## src/rtl/riscv_trap_ctrl.sv

```systemverilog
// Writeback trap/xRET redirect controller: picks the fetch PC source and drives pipeline flush.
// Zero-latency (Mealy) issue from IDLE; a request that meets an I-cache stall is held until the stall clears.
module riscv_trap_ctrl #(
   parameter int NUM_RET      = 2,
   parameter int RETW         = $clog2(NUM_RET + 1),  // derived; leave at default
   parameter int PCSEL_W      = 3,
   parameter int FLUSH_CYCLES = 1,
   parameter int HOLD_EN      = 1
) (
   input  logic               i_riscv_trapctl_clk,
   input  logic               i_riscv_trapctl_rst_n,
   input  logic               i_riscv_trapctl_gototrap,
   input  logic [RETW-1:0]    i_riscv_trapctl_returnfromtrap,
   input  logic               i_riscv_trapctl_icache_stall,
   output logic               o_riscv_trapctl_flush,
   output logic [PCSEL_W-1:0] o_riscv_trapctl_pcsel,
   output logic               o_riscv_trapctl_busy
);

   localparam int CNT_W = $clog2(FLUSH_CYCLES + 1);
   localparam logic [CNT_W-1:0] CNT_INIT = CNT_W'(FLUSH_CYCLES - 1);
   localparam logic [PCSEL_W-1:0] TRAP_CODE = PCSEL_W'(1);

   typedef enum logic [1:0] {IDLE, PEND, FLUSH} state_t;

   state_t             state_q;
   logic [PCSEL_W-1:0] code_q;
   logic [CNT_W-1:0]   cnt_q;

   logic               ret_ok;
   logic               req_vld;
   logic [PCSEL_W-1:0] req_code;

   assign ret_ok   = (i_riscv_trapctl_returnfromtrap != '0) &&
                     (int'(i_riscv_trapctl_returnfromtrap) <= NUM_RET);
   assign req_vld  = i_riscv_trapctl_gototrap || ret_ok;
   // Trap wins over a simultaneous xRET.
   assign req_code = i_riscv_trapctl_gototrap ? TRAP_CODE
                   : PCSEL_W'(i_riscv_trapctl_returnfromtrap) + PCSEL_W'(1);

   always_comb begin
      o_riscv_trapctl_flush = 1'b0;
      o_riscv_trapctl_pcsel = '0;
      o_riscv_trapctl_busy  = 1'b0;
      if (i_riscv_trapctl_rst_n) begin
         case (state_q)
            IDLE: begin
               if (req_vld && !i_riscv_trapctl_icache_stall) begin
                  o_riscv_trapctl_flush = 1'b1;
                  o_riscv_trapctl_pcsel = req_code;
               end
            end
            PEND: begin
               o_riscv_trapctl_busy = 1'b1;
               if (!i_riscv_trapctl_icache_stall) begin
                  o_riscv_trapctl_flush = 1'b1;
                  o_riscv_trapctl_pcsel = code_q;
               end
            end
            FLUSH: begin
               o_riscv_trapctl_flush = 1'b1;
               o_riscv_trapctl_busy  = 1'b1;
            end
            default: begin
               o_riscv_trapctl_flush = 1'b0;
            end
         endcase
      end
   end

   always_ff @(posedge i_riscv_trapctl_clk or negedge i_riscv_trapctl_rst_n) begin
      if (!i_riscv_trapctl_rst_n) begin
         state_q <= IDLE;
         code_q  <= '0;
         cnt_q   <= '0;
      end else begin
         case (state_q)
            IDLE: begin
               if (req_vld) begin
                  if (!i_riscv_trapctl_icache_stall) begin
                     if (FLUSH_CYCLES > 1) begin
                        state_q <= FLUSH;
                        cnt_q   <= CNT_INIT;
                     end
                  end else if (HOLD_EN != 0) begin
                     state_q <= PEND;
                     code_q  <= req_code;
                  end
               end
            end
            PEND: begin
               if (i_riscv_trapctl_icache_stall) begin
                  // A late trap supersedes a held xRET; later xRETs are ignored.
                  if (i_riscv_trapctl_gototrap)
                     code_q <= TRAP_CODE;
               end else begin
                  code_q <= '0;
                  if (FLUSH_CYCLES > 1) begin
                     state_q <= FLUSH;
                     cnt_q   <= CNT_INIT;
                  end else begin
                     state_q <= IDLE;
                  end
               end
            end
            FLUSH: begin
               cnt_q <= cnt_q - CNT_W'(1);
               if (cnt_q == CNT_W'(1))
                  state_q <= IDLE;
            end
            default: begin
               state_q <= IDLE;
            end
         endcase
      end
   end

endmodule

```

## config.mk

```make
export PLATFORM = sky130hd
export DESIGN_NAME = riscv_trap_ctrl
export DESIGN_NICKNAME = d
export VERILOG_FILES = /design/src/rtl/riscv_trap_ctrl.sv
export SDC_FILE = /design/constraint.sdc
export NUM_CORES = 1
export LEC_CHECK = 0
export BUFFER_PORTS_ARGS = -buffer_cell sky130_fd_sc_hd__buf_2
export CELL_PAD_IN_SITES_DETAIL_PLACEMENT = 1
export CELL_PAD_IN_SITES_GLOBAL_PLACEMENT = 1
export CORE_AREA = 5 5 42 44
export CTS_CLUSTER_DIAMETER = 80
export DETAILED_ROUTE_END_ITERATION = 8
export DIE_AREA = 0 0 47 49
export GPL_TIMING_DRIVEN = 0
export PLACE_DENSITY = 0.65
export SETUP_SLACK_MARGIN = 0.02
export SLEW_MARGIN = 15
export SYNTH_ARGS = -nofsm -noshare
export SYNTH_HDL_FRONTEND = slang
export SYNTH_SLANG_ARGS = --single-unit
export TNS_END_PERCENT = 1
```

## constraint.sdc

```tcl
create_clock -name i_riscv_trapctl_clk -period 3.3 [get_ports i_riscv_trapctl_clk]
set_clock_uncertainty 0.1 [all_clocks]
set_input_delay 0.165 -clock i_riscv_trapctl_clk [delete_from_list [all_inputs] [get_ports i_riscv_trapctl_clk]]
set_output_delay 0.165 -clock i_riscv_trapctl_clk [all_outputs]
set_load 0.01 [all_outputs]
```

# Word-level counts from Yosys, hierarchy flattened
# Index checks and enable logic that the tools add are counted.
dict set report op_classes {
  add_sub_neg 2
  order_cmp 1
  n_eq_ne 7
  mux 21
  n_reduce_logical 10
}
# operator count
set ops {}
lappend ops {{3-bit two-way mux} 8}
lappend ops {{3-bit one-hot mux with 2 select lines} 2}
lappend ops {{2-bit two-way mux} 4}
lappend ops {{2-bit inequality test (second input constant)} 4}
lappend ops {{4-bit AND reduction} 2}
lappend ops {{2-bit one-hot mux with 3 select lines} 1}
lappend ops {{1-bit two-way mux} 5}
lappend ops {{2-bit nonzero test} 2}
lappend ops {{2-bit by 1-bit adder with 3-bit output (second input constant)} 1}
lappend ops {{3-bit inequality test (second input constant)} 1}
lappend ops {{1-bit one-hot mux with 3 select lines} 1}
lappend ops {{2-bit by 1-bit == test with 1-bit output (second input constant)} 1}
lappend ops {{2-bit == test (second input constant)} 1}
lappend ops {{2-bit less-or-equal comparator (second input constant)} 1}
lappend ops {{1-bit logical AND} 2}
lappend ops {{2-bit logical NOT} 1}
lappend ops {{2-bit OR reduction} 1}
lappend ops {{1-bit logical NOT} 1}
lappend ops {{1-bit logical OR} 1}
lappend ops {{1-bit subtractor (second input constant)} 1}
dict set report totals {
  reg_bits 6
  in_bits 6
  output_inout_bits 5
  wordCells 44
}

# Logic depth before layout (Yosys ltp)
dict set report logic_depth {
  depth_word 7
  mapped_depth 4
  mapped_depth_nobuf 4
}

# Worst setup path after synthesis
# No wires, ideal clock.
dict set report synth_timing {
  path_type {input to output}
  from {in i_riscv_trapctl_returnfromtrap[0]}
  to {out o_riscv_trapctl_pcsel[2]}
  t_arrival_ps 976
  required_ps 3035
  setup_slack_ps 2059
  stages 4
  n_path_buf 0
  path_cell_list {ha_1 -> nor2b_4 -> nand3b_1 -> a21oi_1}
}
dict set report synth_between {
  elab_chain_len 7
  elab_cells_between_ends 10
  cone_classes {1 x add/sub; 1 x order compare; 4 x mux; 4 x reduce/logical}
}
# element line_no
set synth_rtl {}
lappend synth_rtl {{from (decl)} 13} ;# input logic [RETW-1:0] i_riscv_trapctl_returnfromtrap,
lappend synth_rtl {{2-bit less-or-equal comparator or 2-bit nonzero test (tied branches)} {35, 34}}
lappend synth_rtl {{1-bit logical AND} 34} ;# assign ret_ok = (i_riscv_trapctl_returnfromtrap != '0) &&
lappend synth_rtl {{1-bit logical OR} 36} ;# assign req_vld = i_riscv_trapctl_gototrap || ret_ok;
lappend synth_rtl {{1-bit logical AND} 48} ;# if (req_vld && !i_riscv_trapctl_icache_stall) begin
lappend synth_rtl {{3-bit two-way mux (*)} 48}
lappend synth_rtl {{3-bit one-hot mux with 2 select lines (*)} 46} ;# case (state_q)
lappend synth_rtl {{3-bit two-way mux (*)} 45} ;# if (i_riscv_trapctl_rst_n) begin
lappend synth_rtl {{to (decl)} 16} ;# output logic [PCSEL_W-1:0] o_riscv_trapctl_pcsel,
# Every way passes the cells marked *; elsewhere a longest branch is shown, timed or not.

# Final worst setup path
dict set report layout_timing {
  from {in i_riscv_trapctl_rst_n}
  to {out o_riscv_trapctl_pcsel[0]}
}
dict set report layout_between {
  elab_chain_len 1
}
# element line_no
set layout_rtl {}
lappend layout_rtl {{from (decl)} 11} ;# input logic i_riscv_trapctl_rst_n,
lappend layout_rtl {{3-bit two-way mux} 45}
# No other way between the ends.

==> key figures <==
Drt
  – Via count: 299
  – WL per Instance: 12.3 µm
  – Drt initial violations: 1
  – Remaining DRCs: 0
  – Vias per inst: 4.53
  – Drt total wl: 811 µm
  – Drt pass-1 iters: 2
  – Final ANT Viol Nets: 0

Critical path
  – Critical path class: in2out
  – Setup slack on the worst flop-to-flop path: 2.15 ns
  – Top cell by count, worst path: buf_2
  – Arr. time, crit path: 1.36 ns
  – Crit Path Max Fanout: 6
  – FF-to-FF Start: code_q[2]$_DFFE_PN0P_
  – Delay of the slowest critical-path stage: 0.53 ns
  – Slowest stage cell, crit path: dlygate4sd3_1
  – CP startpoint kind: input pin
  – Path depth of the worst reg2reg path: 3
  – FF-to-FF End: code_q[2]$_DFFE_PN0P_
  – CP endpoint kind: output pin
  – Critical Path RT: 3.03 ns
  – CP cell instances: dlygate4sd3_1 -> buf_2 -> nand2_1 -> a221oi_2 -> buf_2

STA
  – Unrepaired setup endpoints after global routing: no
  – Final WS setup: 1.67 ns
  – Final Hold Viols: 0
  – Final Setup Violations: 0
  – Period utilization: 0.493
  – Worst rel slew slack: 0.827
  – Final-report max-slew violation count: 0
  – Setup tns final: 0 ns
  – Max Freq: 0.614 GHz
  – Least-Margin Pin Slew: 0.258 ns
  – Minimum clock period: 1.63 ns

Synthesis
  – Synthesized instance count: 37
  – Cell taking the most area after synthesis: dfrtp_1
  – Cell variety after synth: 19
  – Mapped Area: 312 µm²
  – Register area share after synthesis: 0.321
  – #FFs+latches synth: 4
  – Net Count, Synth: 44
  – Mean cell area of the mapped netlist: 8.42 µm²
  – Synth Warn #: 0
  – Area fraction of the dominant cell type after synthesis: 0.321
  – Top post-synthesis cells by area: dfrtp_1, mux2i_1, nand2_1

Clocking
  – Clock root cell: clkbuf_4
  – Clk_lat worst skew: 0.23 ns
  – CTS H-tree depth: 1
  – Clock transition at the registers of the reported paths: 0.03 ns
  – Clock sinks: 4
  – Post-cts sizing count: 0
  – Clock tree buffer depth: 2
  – TritonCTS buffer count: 3
  – Post-CTS setup buffer count: 0
  – TritonCTS clock tree: built

Layout
  – Layout cell share with drive strength beyond 1: 0.320
  – Finished Cell Area: 409 µm²
  – Nets: 59
  – Fillers: 180
  – Core Util, Final: 0.292
  – Synthesis-to-finish area growth: 31.3%
  – ANT cells: 0

Floorplan
  – Die Ht: 49 µm
  – Starting Density: 0.222
  – DIE AREA: 2300 µm²
  – Core Region: 1400 µm²
  – Die width: 47 µm
  – # IOs: 11
  – # rows: 14

Global routing
  – Grt ovf: 0
  – Vias in the first global route: 349
  – Gr usage total: 0.0888
  – First-pass GRT wire length: 1440 µm
  – Largest net degree at the start of global routing: 11
  – Initial antenna violation count: 0

Hold path
  – Hold Crit Class: in2reg
  – Worst Min Path Start: i_riscv_trapctl_gototrap
  – Worst Hold End: code_q[1]$_DFFE_PN0P_
  – Hold Path Depth: 2

Power and ir drop
  – LEAKAGE: 0.209 nW
  – Power per standard cell area: 394 nW/µm²
  – Worst VDD drop: 179 µV
  – Total Power: 161 µW

Placed design
  – Area after DPL: 377 µm²
  – IO Port Bufs: 9
  – Place WS: 1.80 ns
  – DP HPWL: 629 µm
  – RePlAce Congestion: 0.655

Run status
  – Status: finished clean

Run
  – MaxCap Viol Count: 0
-- worst max path at each step --
stage / startpoint / endpoint
global placement: i_riscv_trapctl_returnfromtrap[0] / o_riscv_trapctl_pcsel[2]
detailed placement: i_riscv_trapctl_returnfromtrap[0] / o_riscv_trapctl_pcsel[2]
finish: i_riscv_trapctl_rst_n / o_riscv_trapctl_pcsel[0]
CTS: i_riscv_trapctl_rst_n / o_riscv_trapctl_pcsel[0]
global route: i_riscv_trapctl_rst_n / o_riscv_trapctl_pcsel[0]
floorplan: i_riscv_trapctl_returnfromtrap[0] / o_riscv_trapctl_pcsel[2]
-- report_power, final --
group	switching (mW)	internal, mW	total (mW)
registers	0.00443	0.0547	0.0591
clock network	0.0189	0.0406	0.0595
logic	0.0227	0.0198	0.0425
total	0.0460	0.115	0.161
-- per-layer routing --
layer / global-route usage / wire [µm] / part of all wire
met5: 0 / 0 / 0
met4: 0.0829 / 29 / 0.036
met2: 0.143 / 415 / 0.51
met3: 0.0148 / 23 / 0.028
met1: 0.0903 / 343 / 0.42
-- cells in the mapped netlist --
| cell | number |
|---|---|
| nand3b_1 | 1 |
| buf_2 | 1 |
| a221oi_2 | 1 |
| o31ai_1 | 1 |
| nor2_1 | 5 |
| nor2b_1 | 1 |
| inv_1 | 3 |
| o22ai_1 | 2 |
| ha_1 | 1 |
| a21oi_1 | 2 |
| a21boi_0 | 1 |
| mux2i_1 | 3 |
| buf_6 | 1 |
| nand2_1 | 6 |
| dfrtp_1 | 4 |
| and2_1 | 1 |
| a311oi_1 | 1 |
| nor2b_4 | 1 |
| nor3_1 | 1 |
-- metrics by stage --
stage,std cells,hold slack [ns]
after floorplan,37,-0.231
after global placement,62,-0.107
after detailed placement,62,-0.113
after CTS,66,0.148
after global routing,66,0.156
final,66,0.150
-- cell type report --
type,instances,area (µm²),area share
Multi-Input combinational cell,28,184,0.450
Sequential cell,4,100,0.245
Clock buffer,3,22.5,0.0550
Buffer,2,16.3,0.0398
Timing Repair Buffer,10,55.1,0.135
Tap cell,16,20.0,0.0489
Inverter,3,11.3,0.0275
-- timing repair --
item / CTS / global route
hold buffers: 1 / 0
endpoints found under the setup margin: 0 / 0
hold endpoints to repair: 4 / 0
-- flip-flops by register name, indices dropped and copies added (netlist names) --
| register | flops |
|---|---|
| code_q | 3 |
| state_q | 1 |
-- cells in the final DEF, fill, tap and decap left out --
cell type and n:
nor3_1 1, ha_1 1, o31ai_1 1, dlygate4sd3_1 1, mux2i_1 3, nand3b_1 1
a21boi_0 1, clkbuf_4 3, nor2_1 5, buf_6 1, inv_1 3, nor2b_1 1
nor2b_4 1, buf_2 10, a21oi_1 2, nand2_1 6, dfrtp_1 4, and2_1 1
o22ai_1 2, a221oi_2 1, a311oi_1 1
-- logic make-up after synthesis --
| family | share of synthesized area |
|---|---|
| flops | 0.321 |
| simple gates | 0.257 |
| mux | 0.0964 |
| fa+ha+maj | 0.0402 |
| buf+inv | 0.0883 |
| compound gates | 0.197 |
-- worst max-delay path: cells and delay by family --
kind	cells	cell delay, ns
simple gates	1	0.14
buf+inv	3	0.86
compound gates	1	0.18
Power figures use the tool's default switching activity.
